**src/rtl/mac_layer_pkg.sv**
```systemverilog
// Shared types and requantise helper for the fully-connected layer blocks.
// Define MAC_SAT_EN to make requantise saturate instead of zeroing.
package mac_layer_pkg;

  localparam int DW_DEF    = 8;
  localparam int ACC_W_DEF = 16;
  localparam int SHIFT_DEF = 6;

  typedef enum logic [2:0] {
    IDLE,
    MAC,
    DRAIN,
    WRITE,
    DONE
  } state_e;

  // acc is passed zero-extended to 32 bits; only acc_w bits are meaningful
  function automatic logic [31:0] requantise(
    input logic [31:0] acc,
    input int unsigned acc_w,
    input int unsigned shift,
    input int unsigned dw
  );
    logic [31:0] acc_m;
    logic [31:0] mask;
    logic [31:0] slice;
`ifdef MAC_SAT_EN
    logic [31:0] sign;
`else
    logic [31:0] top;
`endif
    if (acc_w >= 32) begin
      acc_m = acc;
    end else begin
      acc_m = acc & ((32'd1 << acc_w) - 32'd1);
    end
    mask  = (32'd1 << dw) - 32'd1;
    slice = (acc_m >> shift) & mask;
`ifdef MAC_SAT_EN
    sign = (acc_m >> (acc_w - 1)) & 32'd1;
    if (sign != 32'd0) begin
      return 32'd0;
    end else if ((acc_m >> (shift + dw)) != 32'd0) begin
      return mask;
    end else begin
      return slice;
    end
`else
    top = (acc_m >> (shift + dw - 1)) & 32'd1;
    if (top != 32'd0) begin
      return 32'd0;
    end else begin
      return slice;
    end
`endif
  endfunction

endpackage

```
**src/rtl/mac_layer_sched_pe.sv**
```systemverilog
// Shared multiply-accumulate element: product, bias and accumulator registers.
// Output requantise follows MAC_SAT_EN through the package helper.
module mac_pe
  import mac_layer_pkg::*;
#(
  parameter int DW    = DW_DEF,
  parameter int ACC_W = ACC_W_DEF,
  parameter int SHIFT = SHIFT_DEF
) (
  input  logic          clk,
  input  logic          reset,
  input  logic          mac_vld,
  input  logic          mac_first,
  input  logic [DW-1:0] act_data,
  input  logic [DW-1:0] w_data,
  input  logic [DW-1:0] b_data,
  input  logic          wr_en,
  output logic [DW-1:0] out_data
);

  logic                    v1_q, v1_d;
  logic                    f1_q, f1_d;
  logic                    v2_q, v2_d;
  logic                    f2_q, f2_d;
  logic signed [DW-1:0]    bias_q, bias_d;
  logic signed [ACC_W-1:0] prod_q, prod_d;
  logic [ACC_W-1:0]        acc_q, acc_d;

  logic signed [DW:0]      a_s;
  logic signed [DW-1:0]    w_s;
  logic signed [2*DW:0]    p_full;

  always_comb begin
    a_s    = $signed({1'b0, act_data});
    w_s    = $signed(w_data);
    p_full = a_s * w_s;
    prod_d = ACC_W'(p_full);

    v1_d = mac_vld;
    f1_d = mac_first;
    v2_d = v1_q;
    f2_d = f1_q;

    // bias arrives alongside the first product of a neuron
    bias_d = f1_q ? $signed(b_data) : bias_q;

    acc_d = acc_q;
    if (f2_q) begin
      acc_d = ACC_W'(bias_q) + prod_q;
    end else if (v2_q) begin
      acc_d = acc_q + prod_q;
    end

    out_data = '0;
    if (wr_en) begin
      out_data = DW'(requantise(32'(acc_q), ACC_W, SHIFT, DW));
    end
  end

  always_ff @(posedge clk) begin
    if (reset) begin
      v1_q   <= 1'b0;
      f1_q   <= 1'b0;
      v2_q   <= 1'b0;
      f2_q   <= 1'b0;
      bias_q <= '0;
      prod_q <= '0;
      acc_q  <= '0;
    end else begin
      v1_q   <= v1_d;
      f1_q   <= f1_d;
      v2_q   <= v2_d;
      f2_q   <= f2_d;
      bias_q <= bias_d;
      prod_q <= prod_d;
      acc_q  <= acc_d;
    end
  end

endmodule

```
**src/rtl/mac_layer_sched.sv**
```systemverilog
// Time-multiplexed fully-connected layer scheduler over one shared MAC.
// Build option MAC_SAT_EN selects saturating requantisation.
module mac_layer_sched
  import mac_layer_pkg::*;
#(
  parameter int N_IN  = 30,
  parameter int N_OUT = 16,
  parameter int DW    = DW_DEF,
  parameter int ACC_W = ACC_W_DEF,
  parameter int SHIFT = SHIFT_DEF,
  localparam int KW   = $clog2(N_IN),
  localparam int WAW  = $clog2(N_IN * N_OUT),
  localparam int NAW  = (N_OUT > 1) ? $clog2(N_OUT) : 1
) (
  input  logic           clk,
  input  logic           reset,
  input  logic           start,
  output logic           busy,
  output logic           done,
  output logic [KW-1:0]  act_addr,
  input  logic [DW-1:0]  act_data,
  output logic [WAW-1:0] w_addr,
  input  logic [DW-1:0]  w_data,
  output logic [NAW-1:0] b_addr,
  input  logic [DW-1:0]  b_data,
  output logic           out_we,
  output logic [NAW-1:0] out_addr,
  output logic [DW-1:0]  out_data
);

  localparam logic [KW-1:0]  K_LAST = KW'(N_IN - 1);
  localparam logic [NAW-1:0] N_LAST = NAW'(N_OUT - 1);

  state_e         state_q, state_d;
  logic [NAW-1:0] n_q, n_d;
  logic           dr_q, dr_d;
  logic [KW-1:0]  act_addr_q, act_addr_d;
  logic [WAW-1:0] w_addr_q, w_addr_d;
  logic [NAW-1:0] b_addr_q, b_addr_d;

  logic mac_vld;
  logic mac_first;

  // act_addr doubles as the k counter within a neuron
  always_comb begin
    state_d    = state_q;
    n_d        = n_q;
    dr_d       = dr_q;
    act_addr_d = act_addr_q;
    w_addr_d   = w_addr_q;
    b_addr_d   = b_addr_q;
    unique case (state_q)
      IDLE: begin
        if (start) begin
          state_d    = MAC;
          n_d        = '0;
          act_addr_d = '0;
          w_addr_d   = '0;
          b_addr_d   = '0;
        end
      end
      MAC: begin
        if (act_addr_q == K_LAST) begin
          state_d = DRAIN;
          dr_d    = 1'b0;
        end else begin
          act_addr_d = act_addr_q + KW'(1);
          w_addr_d   = w_addr_q + WAW'(1);
        end
      end
      DRAIN: begin
        if (dr_q) begin
          state_d = WRITE;
        end else begin
          dr_d = 1'b1;
        end
      end
      WRITE: begin
        if (n_q == N_LAST) begin
          state_d = DONE;
        end else begin
          // weight rows are contiguous, so the next base is one past
          state_d    = MAC;
          n_d        = n_q + NAW'(1);
          act_addr_d = '0;
          w_addr_d   = w_addr_q + WAW'(1);
          b_addr_d   = n_q + NAW'(1);
        end
      end
      DONE: begin
        state_d = IDLE;
      end
      default: begin
        state_d = IDLE;
      end
    endcase
  end

  always_ff @(posedge clk) begin
    if (reset) begin
      state_q    <= IDLE;
      n_q        <= '0;
      dr_q       <= 1'b0;
      act_addr_q <= '0;
      w_addr_q   <= '0;
      b_addr_q   <= '0;
    end else begin
      state_q    <= state_d;
      n_q        <= n_d;
      dr_q       <= dr_d;
      act_addr_q <= act_addr_d;
      w_addr_q   <= w_addr_d;
      b_addr_q   <= b_addr_d;
    end
  end

  always_comb begin
    busy      = (state_q == MAC) || (state_q == DRAIN) ||
                (state_q == WRITE);
    done      = (state_q == DONE);
    out_we    = (state_q == WRITE);
    out_addr  = n_q;
    act_addr  = act_addr_q;
    w_addr    = w_addr_q;
    b_addr    = b_addr_q;
    mac_vld   = (state_q == MAC);
    mac_first = mac_vld && (act_addr_q == '0);
  end

  mac_pe #(
    .DW    (DW),
    .ACC_W (ACC_W),
    .SHIFT (SHIFT)
  ) u_pe (
    .clk       (clk),
    .reset     (reset),
    .mac_vld   (mac_vld),
    .mac_first (mac_first),
    .act_data  (act_data),
    .w_data    (w_data),
    .b_data    (b_data),
    .wr_en     (out_we),
    .out_data  (out_data)
  );

endmodule

```
**config.mk**
```make
export PLATFORM = sky130hd
export DESIGN_NAME = mac_layer_sched
export DESIGN_NICKNAME = d
export VERILOG_FILES = /design/src/rtl/mac_layer_pkg.sv /design/src/rtl/mac_layer_sched_pe.sv /design/src/rtl/mac_layer_sched.sv
export SDC_FILE = /design/constraint.sdc
export NUM_CORES = 1
export LEC_CHECK = 0
export BUFFER_PORTS_ARGS = -buffer_cell sky130_fd_sc_hd__buf_2
export CORE_UTILIZATION = 60
export DETAILED_ROUTE_END_ITERATION = 8
export HOLD_SLACK_MARGIN = 0.06
export PLACE_DENSITY = 0.81
export SYNTH_ARGS = -nofsm -noshare
export SYNTH_HDL_FRONTEND = slang
export SYNTH_HIERARCHICAL = 1
export SYNTH_SLANG_ARGS = --single-unit
```
**constraint.sdc**
```tcl
create_clock -name clk -period 6.11 [get_ports clk]
set_input_delay 1.5275 -clock clk [delete_from_list [all_inputs] [get_ports clk]]
set_output_delay 1.5275 -clock clk [all_outputs]
set_load 0.05 [all_outputs]
```
# [Yosys cells after proc, flatten, opt, wreduce, memory -nomap -nowiden]
# Index checks and enable logic that the tools add are counted.
[classes] multipliers=1 n_mux=23 add_sub_neg=5 n_reduce_logical=13 eq_ne=11
[op_table] operator="$mux W16" count=2
[op_table] operator="$mux W9" count=3
[op_table] operator="$pmux W9 S3" count=1
[op_table] operator="$add A16 B16 Y16" count=1
[op_table] operator="$add A8 B16 Y16" count=1
[op_table] operator="$mul A9 B8 Y16" count=1
[op_table] operator="$mux W5" count=3
[op_table] operator="$pmux W5 S3" count=1
[op_table] operator="$mux W14" count=1
[op_table] operator="$mux W7" count=2
[op_table] operator="$mux W3" count=4
[op_table] operator="$pmux W3 S4" count=1
[op_table] operator="$ne A2 B2 Y1 const B" count=5
[op_table] operator="$add A9 B1 Y9 const B" count=1
[op_table] operator="$mux W4" count=2
[op_table] operator="$pmux W4 S2" count=1
[op_table] operator="$eq A3 B2 Y1 const B" count=2
[op_table] operator="$reduce_and A3 Y1" count=2
[op_table] operator="$reduce_bool A2 Y1" count=3
[op_table] operator="$add A5 B1 Y5 const B" count=1
[op_table] operator="$eq A5 B5 Y1 const B" count=1
[op_table] operator="$logic_not A5 Y1" count=1
[op_table] operator="$add A4 B1 Y4 const B" count=1
[op_table] operator="$eq A4 B4 Y1 const B" count=1
[op_table] operator="other kinds (10)" count=11
[totals] ff_bits=66

# [Logic depth before layout (Yosys ltp)]
# Gate-level depths: netlist of the first run.
[logic_depth] depth_word=4 mapped_depth=18

# [Hierarchy]
# Netlist of the first run, hierarchy kept.
[modules_own_cells] module="mac_pe" instances=1 cells_each=537 area_each_um2=4669.5
[modules_own_cells] module="mac_layer_sched" instances=1 cells_each=143 area_each_um2=1229.9

# [Worst setup path after synthesis of the first run]
# No wires, ideal clock.
[synth_path] kind="input to register" from="input act_data[0]" to="register u_pe.prod_q[12]" path_slack_ns=0.750 n_path_buf=0 arrival_time_ns=5.240 stages=14 setup_time_ns=0.121 cell_sequence="nand2b_1 fa_1 fa_1 inv_1 fa_1 inv_1 fa_1 inv_1 ha_1 o21ai_1 a21boi_0 o21a_1 o41ai_1 mux2_2"
[synth_between] elab_chain_len=1
[synth_lines] element="start: declaration" line_no="mac_layer_sched.sv:21" rtl="input logic [DW-1:0] act_data,"
[synth_lines] element="$mul A9 B8 Y16" line_no="mac_layer_sched_pe.sv:36" rtl="p_full = a_s * w_s;"
[synth_lines] element="end signal: assignment" line_no="mac_layer_sched_pe.sv:75" rtl="prod_q <= prod_d;"
[synth_lines] element="end: declaration" line_no="mac_layer_sched_pe.sv:26" rtl="logic signed [ACC_W-1:0] prod_q, prod_d;"
# Every way passes these cells.
# A chain may end at the register's enable or synchronous reset.

# [Worst setup path after layout of the first run]
# Same ends and word-level chain as after synthesis.

==> impl_metrics.tcl, run 1 <==
set metrics [dict create \
    status "finished clean" \
    arrival_ns 5.61 \
    final-max-slew-violation-count 0 \
    met3_usage_pct 3.17 \
    synthDominantAreaCellType "dfxtp_1" \
    combinationalPowerShare_pct 49.1 \
    routabilityCongestion 0.879 \
    synth_flop_cell "dfxtp_1" \
    cts_tree "done" \
    hold_class "register to register" \
    p_int_uw 950 \
    cts_setup_buffers 0 \
    yosysMostFrequentCell "inv_1" \
    rows 35 \
    antenna_found_initial 0 \
    ant_nets 0 \
    cp_max_fo 8 \
    rsz0062_at_grt "no" \
    drc 0 \
    num_vias 4956 \
    n_fill_cell 794 \
    die-area_um2 10200 \
    synthTopCellsByArea "dfxtp_1, fa_1, ha_1" \
    syn_nets 808 \
    seq_area_frac_synth_pct 21.0 \
    die_w_um 101 \
    synth_top_area_share_pct 21.0 \
    worst_pin_slew_ns 1.00 \
    worstSetupPathType "input pin to register" \
    post_cts_resized 0 \
    clock_path_buffers 2 \
    worst_path_max_delay_cell "fa_1" \
    first_pass_iters 4 \
    numCtsBuffers 9 \
    ys_warn_count 6 \
    cp.required_ns 6.34 \
    hold_viol 0 \
    clk_latency_ns 0.34 \
    multi_input_area_um2 4270 \
    async_flop_share_pct 0 \
    cp_common_cell "fa_1" \
    slew_headroom_pct 33.0 \
    crit_chain "buf_2, nand2b_1, fa_1, fa_1, inv_1, fa_1, inv_1, fa_1, inv_1, ha_1, o21ai_1, a21boi_0, o21a_1, o41ai_1, mux2_2" \
    grt_usage_pct 25.1 \
    drive_gt1_share_pct 12.8 \
    grtUsageMet1_pct 31.8 \
    synth_area_per_cell_um2 8.68 \
    fin_crit_sh_pct 88.1 \
    place_hpwl_um 9680 \
    area_growth_pct 8.53 \
    hold_buffers 0 \
    io_buffer_count 58 \
    grt_pass1_wl_um 20500 \
    via_per_inst 5.74 \
    syn-cell-area_um2 5900 \
    grt-busiest-layer "met2" \
    period_minus_slack_ns 5.38 \
    setup_tns_ns 0 \
    synth_commonest_cells "inv_1, dfxtp_1, ha_1, and2_1, nor2_1" \
    worst_slack_ns 0.726 \
    cts.sinks 62 \
    grt_overflow 0 \
    synth_cells 680 \
    grt_start_max_net_pins 53 \
    synth-seq-cells 62 \
    p_sw_uw 647 \
    cts.clk_slew.worst_paths_ns 0.08 \
    cpPeakStageDelay_ns 0.55 \
    grt_pass1_vias 4694 \
    nets 857 \
    wl_per_cell_um 14.3 \
    cts_root_buffer "clkbuf_8" \
    p_sw_share_pct 40.5 \
    synth_edf_count 0 \
    setup_viol 0 \
    ir_drop_v 0.000122 \
    p_per_area_nw_per_um2 249 \
    regArea_um2 1240 \
    clock_power_share_pct 19.9 \
    boundaryPins 60 \
    place_ws_ns 0.341 \
    r2r_slack_ns 3.65 \
    met2_usage_pct 44.7 \
    drt_first_iter_violations 172 \
    netlist-cell-type-count 76 \
    wl_um 12300 \
    power_leakage_uw 0.00297 \
    end_kind "register" \
    critPathLaunchType "input pin" \
    core_area_um2 9370 \
    antenna_cells 0 \
    initial_utilization_pct 63.0 \
    max_cap_violations 0 \
    cts_max_level 3 \
    final.setup_skew_ns 0.0115 \
    die_height_um 101 \
    max_freq_mhz 186 \
    pwr-share-seq_pct 31.0 \
]
==> stage by stage <==
stage                     cell area, um2  power [uW]  hold slack [ns]  std cells  util (%)
after CTS                           6400        1590            0.445        863      68.3
after global placement              6230        1240            0.419        847      66.5
after floorplan                     5900        1120            0.414        680         -
after global routing                6400        1730            0.460        863      68.3
final                               6400        1600            0.452        863      68.3
after detailed placement            6230        1270            0.425        847      66.5
==> layout by cell type (no fill, tap or decap), drive strengths merged, types with 6 or more instances in the layout <==
cell type,instances
a211oi,20
a21o,11
a21oi,29
a311oi,6
a31oi,12
and2,50
buf,59
clkbuf,12
dfxtp,62
fa,39
ha,62
inv,70
mux2i,14
nand2,41
nand2b,14
nand3,12
nor2,52
nor2b,17
nor3,20
o21a,9
o21ai,31
or3,6
xnor2,12
==> logic make-up (layout without fill, tap and decap cells) <==
logic type                 Yosys count  in the layout  synth area share, %
buffers and inverters               91            145                 6.55
other                                1              1               0.0636
AOI/OAI and AO/OA                  160            160                 19.5
adders and majority gates          101            101                 26.4
and+or+nand+nor                    231            231                 21.0
xor gates and xnor gates            17             17                 2.52
DFF                                 62             62                 21.0
muxes                               17             17                 2.95
==> final timing paths <==
check                            start                           to  cells after the start
min reg2reg       u_pe/v1_q$_SDFF_PP0_         u_pe/v2_q$_SDFF_PP0_                      1
max reg2reg  u_pe/prod_q[0]$_SDFF_PP0_  u_pe/acc_q[12]$_SDFFE_PP0P_                      9
max                        act_data[0]   u_pe/prod_q[12]$_SDFF_PP0_                     15
min               u_pe/v1_q$_SDFF_PP0_         u_pe/v2_q$_SDFF_PP0_                      1
==> final cells by class <==
class | count | area share, %
Clock buffer | 12 | 2.27
Multi-Input combinational cell | 527 | 66.7
Clock inverter | 4 | 0.352
Timing Repair Buffer | 59 | 4.65
Inverter | 70 | 4.10
Sequential cell | 62 | 19.4
Tap cell | 129 | 2.52
==> layer usage <==
| layer | vias to the layer above | wire length (um) |
|---|---|---|
| met5 | - | 0 |
| met4 | 0 | 104 |
| met3 | 11 | 506 |
| met2 | 112 | 6160 |
| met1 | 2357 | 5570 |
| li1 | 2476 | - |
==> power groups by stage <==
stage | registers [uW] | clock network, uW | logic (uW)
2_1_floorplan | 487 | 0 | 628
3_3_place_gp | 500 | 0 | 735
3_5_place_dp | 502 | 0 | 772
4_1_cts | 493 | 321 | 780
5_1_grt | 498 | 339 | 894
6_report | 496 | 318 | 784
==> worst max-delay path, delay by kind of cell <==
family | cells | cell delay [ns]
and+or+nand+nor | 1 | 0.18
buffers and inverters | 4 | 0.28
adders and majority gates | 5 | 2.45
AOI/OAI and AO/OA | 4 | 0.79
muxes | 1 | 0.38
==> state kept, by name, indices dropped and copies added, names as in the netlist <==
register / count
u_pe/v2_q: 1
u_pe/prod_q: 14
u_pe/bias_q: 8
dr_q: 1
u_pe/v1_q: 1
act_addr: 5
u_pe/f2_q: 1
w_addr: 9
u_pe/f1_q: 1
u_pe/acc_q: 14
b_addr: 4
state_q: 3
Power figures use the tool's default switching activity.
==> inputs of run 2 (changes only) <==
ABC_AREA = 1   (was unset)
==> run 2 against run 1 <==
Effect of this change: clock power rose by 25%; via count rose by 15%; flip-flop and latch count did not move; critical endpoint is now u_pe/prod_q[13]$_SDFF_PP0_; largest power group unchanged; largest cell class unchanged.
==> impl_metrics.tcl, run 2 <==
set metrics [dict create \
    status "finished clean" \
    p_int_uw 1020 \
    fin_crit_sh_pct 85.5 \
    rsz0062_at_grt "no" \
    clock_path_buffers 2 \
    period_minus_slack_ns 5.23 \
    antenna_found_initial 0 \
    end_kind "register" \
    cts_max_level 3 \
    worst_slack_ns 0.884 \
    syn-cell-area_um2 6260 \
    seq_area_frac_synth_pct 19.8 \
    p_sw_share_pct 42.9 \
    wl_met1_um 6860 \
    grt_pass1_vias 5460 \
    synthTopCellsByArea "dfxtp_1, fa_1, ha_1" \
    pwr-share-seq_pct 28.2 \
    yosysMostFrequentCell "nand2_1" \
    synth_edf_count 0 \
    boundaryPins 60 \
    setup_tns_ns 0 \
    crit_chain "buf_2, clkinv_1, or2_2, fa_1, inv_1, fa_1, fa_1, inv_1, fa_1, inv_1, ha_1, a21oi_1, o21ai_0, nand4_1, nand2_1, nor2_1, nand2_1, nand2_1, nor2_1" \
    drc 0 \
    cp_common_cell "fa_1" \
    wl_met2_um 6340 \
    cp_max_fo 8 \
    die_height_um 104 \
    via_per_inst 5.14 \
    final-max-slew-violation-count 0 \
    p_sw_uw 765 \
    netlist-cell-type-count 44 \
    area_growth_pct 8.57 \
    nets 1103 \
    critPathTopFamily "adder cells" \
    routed.top_layer "met4" \
    cts.sinks 62 \
    synth_flop_cell "dfxtp_1" \
    grt_pass1_wl_um 24700 \
    cts_root_buffer "clkbuf_8" \
    worstSetupPathType "input pin to register" \
    core_area_um2 9950 \
    critPathLaunchType "input pin" \
    postPlaceCellArea_um2 6580 \
    cts.clk_slew.worst_paths_ns 0.07 \
    max_cap_violations 0 \
    synth_top_area_share_pct 19.8 \
    final_common_cell "nand2_1" \
    worst_pin_slew_ns 0.717 \
    ant_nets 0 \
    cts_tree "done" \
    synth_area_per_cell_um2 6.70 \
    grt_overflow 0 \
    routabilityCongestion 0.923 \
    rows 36 \
    hold_viol 0 \
    grt_usage_pct 28.1 \
    setup_viol 0 \
    ir_drop_v 0.000137 \
    clk_latency_ns 0.34 \
    slew_headroom_pct 52.2 \
    grt_start_max_net_pins 30 \
    arrival_ns 5.46 \
    syn_nets 1062 \
    ys_warn_count 6 \
    hold_class "register to register" \
    cp.required_ns 6.35 \
    place_hpwl_um 11300 \
    synth-seq-cells 62 \
    cpPeakStageDelay_ns 0.55 \
    initial_utilization_pct 62.9 \
    antenna_cells 0 \
    max_freq_mhz 191 \
    dr_wl_met3_um 681 \
    combinationalPowerShare_pct 49.5 \
    stdcell_area_um2 6800 \
    hold_buffers 0 \
    clock_power_share_pct 22.3 \
    drive_gt1_share_pct 10.9 \
    die_w_um 104 \
    worst_path_max_delay_cell "fa_1" \
    cts_setup_buffers 0 \
    numCtsBuffers 9 \
    wl_per_cell_um 12.7 \
    io_buffer_count 58 \
    dp.cells 1097 \
    num_vias 5723 \
    drt_first_iter_violations 308 \
    synth_commonest_cells "nand2_1, inv_1, nor2_1, dfxtp_1, ha_1" \
    final.setup_skew_ns 0.00695 \
    post-route-util_pct 68.3 \
    post_cts_resized 0 \
    synthDominantAreaCellType "dfxtp_1" \
    synth_cells 934 \
    power_leakage_uw 0.00381 \
    place_ws_ns 0.533 \
    cp.buffers_inverters 5 \
    instances_no_fill 1113 \
    wl_um 14200 \
    first_pass_iters 5 \
    async_flop_share_pct 0 \
    die-area_um2 10800 \
    layout_common_cells "nand2_1, inv_1, nor2_1, ha_1, dfxtp_1" \
    p_per_area_nw_per_um2 262 \
]
## run 2: logic make-up (layout without fill, tap and decap cells)
kind of cell	after synthesis	in the layout	share of synthesized area [%]
AO/OA/AOI/OAI	130	130	11.4
XOR/XNOR	12	12	1.68
flip-flops	62	62	19.8
AND/OR/NAND/NOR	406	406	28.3
buffers and inverters	222	268	13.9
adder cells (fa/ha/maj)	101	101	24.9
other	1	1	0.0599
## run 2: routing by layer
| metal | track usage [%] | vias to the layer above |
|---|---|---|
| met2 | 45.7 | 143 |
| met3 | 4.95 | 25 |
| met4 | 9.18 | 0 |
| met1 | 37.9 | 2591 |
| met5 | 0 | - |
| li1 | - | 2964 |
## run 2: power by group through the flow
stage / combinational, uW / sequential [uW] / clock [uW]
floorplan: 676 / 506 / 0
global placement: 844 / 513 / 0
detailed placement: 870 / 512 / 0
CTS: 877 / 504 / 407
global route: 1020 / 508 / 425
finish: 882 / 503 / 398
## run 2: layout make-up
type,instances,area [um2]
well taps,133,166
multi-input cells,650,4150
fillers,887,3160
flip-flops and latches,62,1240
repair buffers,59,298
inverters,193,724
clock buffers,13,149
clock inverters,3,67.6
## run 2: worst paths after layout
path	startpoint	end	slack, ns	cells after the start
max	w_data[7]	u_pe/prod_q[13]$_SDFF_PP0_	0.88	19
min	u_pe/v1_q$_SDFF_PP0_	u_pe/v2_q$_SDFF_PP0_	0.41	2
min reg2reg	u_pe/v1_q$_SDFF_PP0_	u_pe/v2_q$_SDFF_PP0_	0.41	2
max reg2reg	u_pe/prod_q[0]$_SDFF_PP0_	u_pe/acc_q[8]$_SDFFE_PP0P_	4.06	13
## run 2: tightest hold or removal path, cell delays in order, from the launching register on
cell and delay, ns:
dfxtp_1 0.30, inv_1 0.04, nor2_1 0.03
## run 2: through the flow
step / total power (uW) / hold slack [ns]
final: 1780 / 0.408
after global routing: 1950 / 0.441
after CTS: 1790 / 0.413
after detailed placement: 1380 / 0.403
after global placement: 1360 / 0.398
after floorplan: 1180 / 0.388
==> inputs of run 3 (changes only) <==
CAP_MARGIN = 20   (was unset)
CORE_MARGIN = 2   (was unset)
GPL_TIMING_DRIVEN = 0   (was unset)
==> run 3 against run 2 <==
Effect of this change: clock-buffer cell count shrank 4; sequential power barely moved; sequential share of layout area shrank 0.097 points; maximum frequency down 1.1%; critical path type unchanged; critical path depth unchanged; setup slack worse by 0.057 ns; total power fell by 3.7%; via count grew 0.89%; utilization shrank 1.5 points; highest routed layer unchanged; hold slack got worse by 0.0048 ns.
==> impl_metrics.tcl, run 3 (synthesis gave the netlist of run 2 again) <==
set metrics [dict create \
    arrival_ns 5.53 \
    clock_path_buffers 2 \
    drc 0 \
    cts_setup_buffers 0 \
    ir_drop_v 0.000118 \
    p_sw_share_pct 45.9 \
    hold_class "register to register" \
    hold_buffers 0 \
    final.setup_skew_ns 0.0138 \
    die_w_um 106 \
    p_sw_uw 789 \
    ff2ff_path_depth 12 \
    hold_depth 2 \
    cts_max_level 3 \
    die-area_um2 11300 \
    hold_viol 0 \
    dp.cells 1114 \
    cts_root_buffer "clkbuf_8" \
    setup_viol 0 \
    fin_crit_sh_pct 86.5 \
    layout_common_cells "nand2_1, inv_1, nor2_1, ha_1, dfxtp_1" \
    rsz0062_at_grt "no" \
    drt_first_iter_violations 340 \
    grt_start_max_net_pins 14 \
    multi_input_area_um2 4150 \
    cp.required_ns 6.36 \
    worst_pin_slew_ns 0.542 \
    nets 1117 \
    numCtsBuffers 9 \
    drive_gt1_share_pct 10.9 \
    clk_latency_ns 0.35 \
    grt-busiest-layer "met2" \
    setup_tns_ns 0 \
    max_freq_mhz 189 \
    wl_per_cell_um 12.6 \
    routabilityCongestion 0.921 \
    core_area_um2 10200 \
    cts_tree "done" \
    cts.sinks 62 \
    max_cap_violations 0 \
    status "finished clean" \
    p_per_area_nw_per_um2 252 \
    initial_utilization_pct 61.2 \
    worstSetupPathType "input pin to register" \
    critPathLaunchType "input pin" \
    pwr-share-seq_pct 29.2 \
    area_growth_pct 9.15 \
    n_fill_cell 950 \
    combinationalPowerShare_pct 51.4 \
    grt_usage_pct 26.5 \
    antenna_cells 0 \
    rows 37 \
    end_kind "register" \
    cp_max_fo 8 \
    final-max-slew-violation-count 0 \
    grt_pass1_vias 5354 \
    period_minus_slack_ns 5.28 \
    stdcell_area_um2 6830 \
    slew_headroom_pct 63.9 \
    num_vias 5774 \
    place_hpwl_um 11500 \
    met2_usage_pct 43.9 \
    post_cts_resized 0 \
    postPlaceCellArea_um2 6650 \
    instances_no_fill 1130 \
    first_pass_iters 5 \
    grt_overflow 0 \
    met3_usage_pct 5.82 \
    cts.clk_slew.worst_paths_ns 0.08 \
    final_common_cell "nand2_1" \
    p_int_uw 930 \
    io_buffer_count 44 \
    wl_um 14300 \
    power_leakage_uw 0.00382 \
    antenna_found_initial 0 \
    grt_pass1_wl_um 24200 \
    clock_power_share_pct 19.4 \
    power_uw 1720 \
    via_per_inst 5.11 \
    regArea_um2 1240 \
    boundaryPins 60 \
    grtUsageMet1_pct 35.3 \
    die_height_um 106 \
    ant_nets 0 \
]
[run 3: power by group through the flow]
stage	combinational, uW	sequential (uW)	clock [uW]
after global placement	851	511	0
after global routing	1010	505	362
after detailed placement	870	511	0
final	884	502	334
after CTS	878	501	343
after floorplan	676	506	0
[run 3: critical path, cell delays in order]
cell      delay (ns)
buf_2           0.08
clkinv_1        0.21
or2_2           0.37
fa_1            0.43
inv_1           0.08
fa_1            0.44
fa_1            0.55
inv_1           0.05
fa_1            0.53
inv_1           0.04
ha_1            0.37
a21oi_1         0.25
o21ai_0         0.15
nand4_1         0.09
nand2_1         0.06
nor2_1          0.14
nand2_1         0.07
nand2_1         0.06
nor2_1          0.03
[run 3: stage by stage]
step           hold WS [ns]  setup WS, ns  util, %
2_1_floorplan         0.388         0.935        -
3_3_place_gp          0.394         0.510     65.0
3_5_place_dp          0.398         0.482     65.0
4_1_cts               0.408         0.863     66.8
5_1_grt               0.430         0.668     66.8
6_report              0.403         0.827     66.8
[run 3: path summary, 6_finish.rpt]
kind | start | to | slack (ns)
max | w_data[7] | u_pe/prod_q[13]$_SDFF_PP0_ | 0.83
max reg2reg | u_pe/prod_q[1]$_SDFF_PP0_ | u_pe/acc_q[8]$_SDFFE_PP0P_ | 4.06
min reg2reg | u_pe/v1_q$_SDFF_PP0_ | u_pe/v2_q$_SDFF_PP0_ | 0.40
min | u_pe/v1_q$_SDFF_PP0_ | u_pe/v2_q$_SDFF_PP0_ | 0.40
[run 3: metal layers]
metal  vias up  routed length, um  part of all wire (%)
met2       156               6500                    46
met5         -                  0                     0
met1      2601               6680                    47
met3        16                928                   6.5
met4         0                140                  0.98
li1       3001                  -                     -
[run 3: area by class of cell]
| type | count | area share (%) |
|---|---|---|
| Multi-Input combinational cell | 650 | 60.7 |
| Sequential cell | 62 | 18.2 |
| Inverter | 193 | 10.6 |
| Timing Repair Buffer | 44 | 3.22 |
| Tap cell | 136 | 2.49 |
| Buffer | 29 | 2.11 |
| Clock buffer | 9 | 1.81 |
| Clock inverter | 7 | 0.860 |
